$ cat config.mk
export PLATFORM = sky130hd
export DESIGN_NAME = sdram_arbiter
export DESIGN_NICKNAME = d
export VERILOG_FILES = /design/src/rtl/sdram_arbiter.sv
export SDC_FILE = /design/constraint.sdc
export NUM_CORES = 1
export LEC_CHECK = 0
export ABC_CLOCK_PERIOD_IN_PS = 1500
export CAP_MARGIN = 20
export CORE_ASPECT_RATIO = 2
export CORE_MARGIN = 2
export CORE_UTILIZATION = 27
export DETAILED_ROUTE_END_ITERATION = 10
export MAX_ROUTING_LAYER = met4
export PLACE_DENSITY = 0.74
export SYNTH_ARGS = -nofsm -noshare
export SYNTH_HDL_FRONTEND = slang
export SYNTH_SLANG_ARGS = --single-unit
$ cat constraint.sdc
create_clock -name clk -period 1.5 [get_ports clk]
set_input_delay 0.3 -clock clk [delete_from_list [all_inputs] [get_ports clk]]
set_output_delay 0.3 -clock clk [all_outputs]
set_load 0.02 [all_outputs]
$ cat src/rtl/sdram_arbiter.sv
// SDRAM command-bus arbiter: grants the single cmd/addr/bank bus to init, refresh,
// write or read sequencer. Refresh wins outright; write/read alternate when both wait.
module sdram_arbiter #(
    parameter int ADDR_WIDTH = 12,
    parameter int BANK_WIDTH = 2
) (
    input  logic                  clk,
    input  logic                  rst_n,
    input  logic                  init_end,
    input  logic [3:0]            init_cmd,
    input  logic [ADDR_WIDTH-1:0] init_addr,
    input  logic                  ref_rq,
    input  logic                  ref_end,
    input  logic [3:0]            ref_cmd,
    input  logic [ADDR_WIDTH-1:0] ref_addr,
    input  logic                  wr_rq,
    input  logic                  wr_end,
    input  logic [3:0]            wr_cmd,
    input  logic [ADDR_WIDTH-1:0] wr_addr,
    input  logic [BANK_WIDTH-1:0] wr_bank,
    input  logic                  rd_rq,
    input  logic                  rd_end,
    input  logic [3:0]            rd_cmd,
    input  logic [ADDR_WIDTH-1:0] rd_addr,
    input  logic [BANK_WIDTH-1:0] rd_bank,
    output logic                  ref_en,
    output logic                  wr_en,
    output logic                  rd_en,
    output logic [3:0]            sdram_cmd,
    output logic [ADDR_WIDTH-1:0] sdram_addr,
    output logic [BANK_WIDTH-1:0] sdram_bank,
    output logic                  busy
);

    localparam logic [3:0] CMD_NOP = 4'b0111;

    typedef enum logic [2:0] {
        S_INIT  = 3'd0,
        S_ARBIT = 3'd1,
        S_AREF  = 3'd2,
        S_WRITE = 3'd3,
        S_READ  = 3'd4
    } state_t;

    state_t state, next_state;
    logic   last_rd;    // 1: the most recently completed burst was a read

    // State register; enables are registered off the ARBIT decision so that
    // they rise together with the new state and never depend combinationally on *_rq.
    always_ff @(posedge clk or negedge rst_n) begin
        if (!rst_n) begin
            state  <= S_INIT;
            ref_en <= 1'b0;
            wr_en  <= 1'b0;
            rd_en  <= 1'b0;
        end else begin
            state  <= next_state;
            ref_en <= (state == S_ARBIT) && (next_state == S_AREF);
            wr_en  <= (state == S_ARBIT) && (next_state == S_WRITE);
            rd_en  <= (state == S_ARBIT) && (next_state == S_READ);
        end
    end

    always_ff @(posedge clk or negedge rst_n) begin
        if (!rst_n)
            last_rd <= 1'b1;
        else if (state == S_WRITE && wr_end)
            last_rd <= 1'b0;
        else if (state == S_READ && rd_end)
            last_rd <= 1'b1;
    end

    always_comb begin
        next_state = state;
        case (state)
            S_INIT:  if (init_end) next_state = S_ARBIT;
            S_ARBIT: begin
                if (ref_rq)
                    next_state = S_AREF;
                else if (wr_rq && rd_rq)
                    next_state = last_rd ? S_WRITE : S_READ;
                else if (wr_rq)
                    next_state = S_WRITE;
                else if (rd_rq)
                    next_state = S_READ;
            end
            S_AREF:  if (ref_end) next_state = S_ARBIT;
            S_WRITE: if (wr_end)  next_state = S_ARBIT;
            S_READ:  if (rd_end)  next_state = S_ARBIT;
            default: next_state = S_INIT;
        endcase
    end

    // Bus mux follows the state register; reset forces NOP without waiting for a clock.
    always_comb begin
        sdram_cmd  = CMD_NOP;
        sdram_addr = '0;
        sdram_bank = '0;
        busy       = 1'b0;
        case (state)
            S_INIT: begin
                sdram_cmd  = init_cmd;
                sdram_addr = init_addr;
            end
            S_AREF: begin
                sdram_cmd  = ref_cmd;
                sdram_addr = ref_addr;
                busy       = 1'b1;
            end
            S_WRITE: begin
                sdram_cmd  = wr_cmd;
                sdram_addr = wr_addr;
                sdram_bank = wr_bank;
                busy       = 1'b1;
            end
            S_READ: begin
                sdram_cmd  = rd_cmd;
                sdram_addr = rd_addr;
                sdram_bank = rd_bank;
                busy       = 1'b1;
            end
            default: ;
        endcase
        if (!rst_n) begin
            sdram_cmd  = CMD_NOP;
            sdram_addr = '0;
            sdram_bank = '0;
            busy       = 1'b0;
        end
    end

endmodule

==> results.txt <==
Buf/Inv on CP: 1
Seq cells post-synth: 7
Worst setup path category: reg2out
Number of antenna violations at the first check in global routing: 0
Die outline height: 89.8 microns
YS warnings: 0
Wire length of the first global-routing pass: 7040 microns
Number of gates on the worst path with buffers counted: 4
Via count of the first global-routing pass: 1545
Count of antenna-violating nets left after detailed routing: 0
Smallest setup slack after layout: -0.311 ns
Endpoint required time on the critical path: 1.20 ns
Final WL: 4680 microns
I/O pin count: 99
Fraction of the yosys area taken by sequential cells: 0.177
Critical path arrival: 1.51 ns
Worst Hold Margin: 0.327 ns
GPL Wtd Cong: 0.815
Cell variety after synth: 35
Net count, final: 313
First-iteration detailed-routing DRC count: 9
Avg Synthesized Cell Area: 8.43 sq um
Wire per inst: 16.5 microns
Syn_nets: 195
CTS H-Tree Depth: 1
Cell family with most CP delay: simple AND/OR/NAND/NOR gates
Standard-cell rows: 31
Total DRC errors in the routed layout: 0
Worst-Margin Slew: 0.258 ns
Total Die Area: 4220 sq um
Top flip-flop cell by instance count after synthesis: dfrtp_1
Result of the run: finished with violations
Maximum clock skew at final layout: 0.00463 ns
Layout-stage area growth over the synthesis result: 144%
Startpoint type of the worst setup path: flip-flop
HPWL reported at the end of detailed placement: 3400 microns
Clock input transition at the sequential cells of the worst setup and hold paths: 0.04 ns
Post-placement setup slack: -0.558 ns
Max Transition Viols Final: 0
Largest stage delay on the critical path: 0.45 ns
FMAX: 0.552 GHz
CP Capture Type: primary output
Final-layout fill cell count: 302
Top library cells by usage in the layout, fill and taps aside: clkdlybuf4s50_1, mux2i_1, buf_4
Max Fanout on Critical Path: 16
Final total negative setup slack: -5.52 ns
Count of endpoints failing hold in the final timing report: 0
MaxCap Viol Count: 0
Starting density of the core: 0.279
Placement Cell Area: 2140 sq um
Most common library cell in the layout ignoring fill and taps: clkdlybuf4s50_1
Clock Path Buffers: 2
Clock period minus worst slack: 1.81 ns
Total non-filler cell area in the finished layout: 2430 sq um
Horizontal extent of the die: 46.9 microns
Final global-route overflow total: 0
Share of layout cells above drive strength 1: 0.340
Worst-case reg-to-reg path depth: 5
Master of the slowest instance on the critical path: dfrtp_2
Fraction of registers with async set/reset: 1.00
Per-cell via count in the routed design: 4.98
Largest net degree at the start of global routing: 17
Failing checks: setup timing
Post-synthesis instance total: 118
Insertion delay to the later sink of the worst-skew pair: 0.23 ns
Clock sink count: 7
Class of the worst hold path: in2async
Maximum vdd drop: 1090 uV
Overall Power: 3.19 mW
Number of enable flip-flop cells after synthesis: 0
Tot GR Track Use: 0.226
Number of endpoints failing setup at the final stage: 22
CTS tree: done
Relative slew slack: 0.828
CP Cell Sequence: or2_4, o22ai_1, and2_4, buf_6
Final period util: 1.21
Clock tree root driver cell: clkbuf_8
Number of diodes: 0
RSZ-0062 raised after global routing: true
Cell area after technology mapping: 995 sq um
Hold buffer count at CTS: 0
Leakage power: 0.998 nW
Number of iterations in the first detailed-routing pass: 4
Core Region: 3570 sq um
CTS buffer count: 3
Cell Pwr Density: 1320 nW/um^2
Port-buffer cells: 98
DR vias: 1414
layout make-up:
class / instances / area (sq um) / area share
Inverter: 2 / 7.51 / 0.00309
Clock buffer: 4 / 45.0 / 0.0186
Multi-Input combinational cell: 98 / 860 / 0.354
Timing Repair Buffer: 124 / 1270 / 0.525
Sequential cell: 7 / 179 / 0.0737
Tap cell: 49 / 61.3 / 0.0253
state kept, by name, summed over array words and instances, names as in the netlist:
name,count
rd_en,1
state,3
wr_en,1
ref_en,1
last_rd,1
power by group:
group / switching [mW] / internal [mW] / total (mW)
Combinational: 1.12 / 1.48 / 2.60
Sequential: 0.0648 / 0.260 / 0.325
Clock: 0.0830 / 0.184 / 0.267
kinds of logic (layout without fill, tap and decap cells):
group           count (synthesis)  in the layout  share of synthesized area
mux                            30             30                      0.304
simple gates                   33             33                      0.204
flops                           7              7                      0.177
buf+inv                        13            130                     0.0679
compound gates                 35             35                      0.247
through the flow:
step	cells	utilization
finish	284	0.680
global placement	268	0.600
CTS	285	0.657
floorplan	118	-
detailed placement	268	0.600
global route	284	0.680
routing by layer:
layer / wire length (microns) / part of all wire / vias to the layer above / GRT usage
met5: 0 / 0 / - / -
met4: 155 / 0.033 / 0 / 0.0880
met3: 274 / 0.059 / 13 / 0.0261
met2: 2740 / 0.59 / 62 / 0.413
met1: 1510 / 0.32 / 658 / 0.220
li1: - / - / 681 / -
worst paths after layout:
| path | start | endpoint | slack [ns] |
|---|---|---|---|
| worst min-delay path | rst_n | rd_en | 0.33 |
| max in group asynchronous | rst_n | state[2] | 0.93 |
| worst max register to register | state[0] | wr_en | -0.19 |
| worst min register to register | last_rd | last_rd | 0.53 |
| min in group clk | last_rd | last_rd | 0.53 |
| worst max-delay path | state[0] | sdram_addr[5] | -0.31 |
repair_timing:
item	in CTS	in global routing
gates resized for setup	118	24
pin swaps	7	21
hold endpoints to repair	0	0
cloned	2	1
buffers inserted	11	2
endpoints found under the setup margin	22	24
Yosys cell counts (2+ instances only):
library cell,instances,area share
mux2i_1,28,0.28
o2bb2ai_1,2,0.018
o22ai_1,15,0.094
a21oi_1,2,0.010
nand2_1,2,0.0075
nor2_1,4,0.015
and2_1,13,0.082
inv_1,2,0.0075
a32oi_1,2,0.018
o211ai_1,2,0.015
dfrtp_1,6,0.15
nor2b_1,2,0.013
o21ai_0,4,0.020
clkbuf_1,3,0.011
buf_2,6,0.030
nand2b_1,4,0.025
or2_1,2,0.013
mux2_2,2,0.023
worst reg2reg max path: stages, from the launching register on:
cell,delay (ns)
dfrtp_2,0.45
buf_12,0.15
buf_4,0.15
or4b_1,0.46
o211a_1,0.16
a211oi_2,0.23
Power figures use the tool's default switching activity.
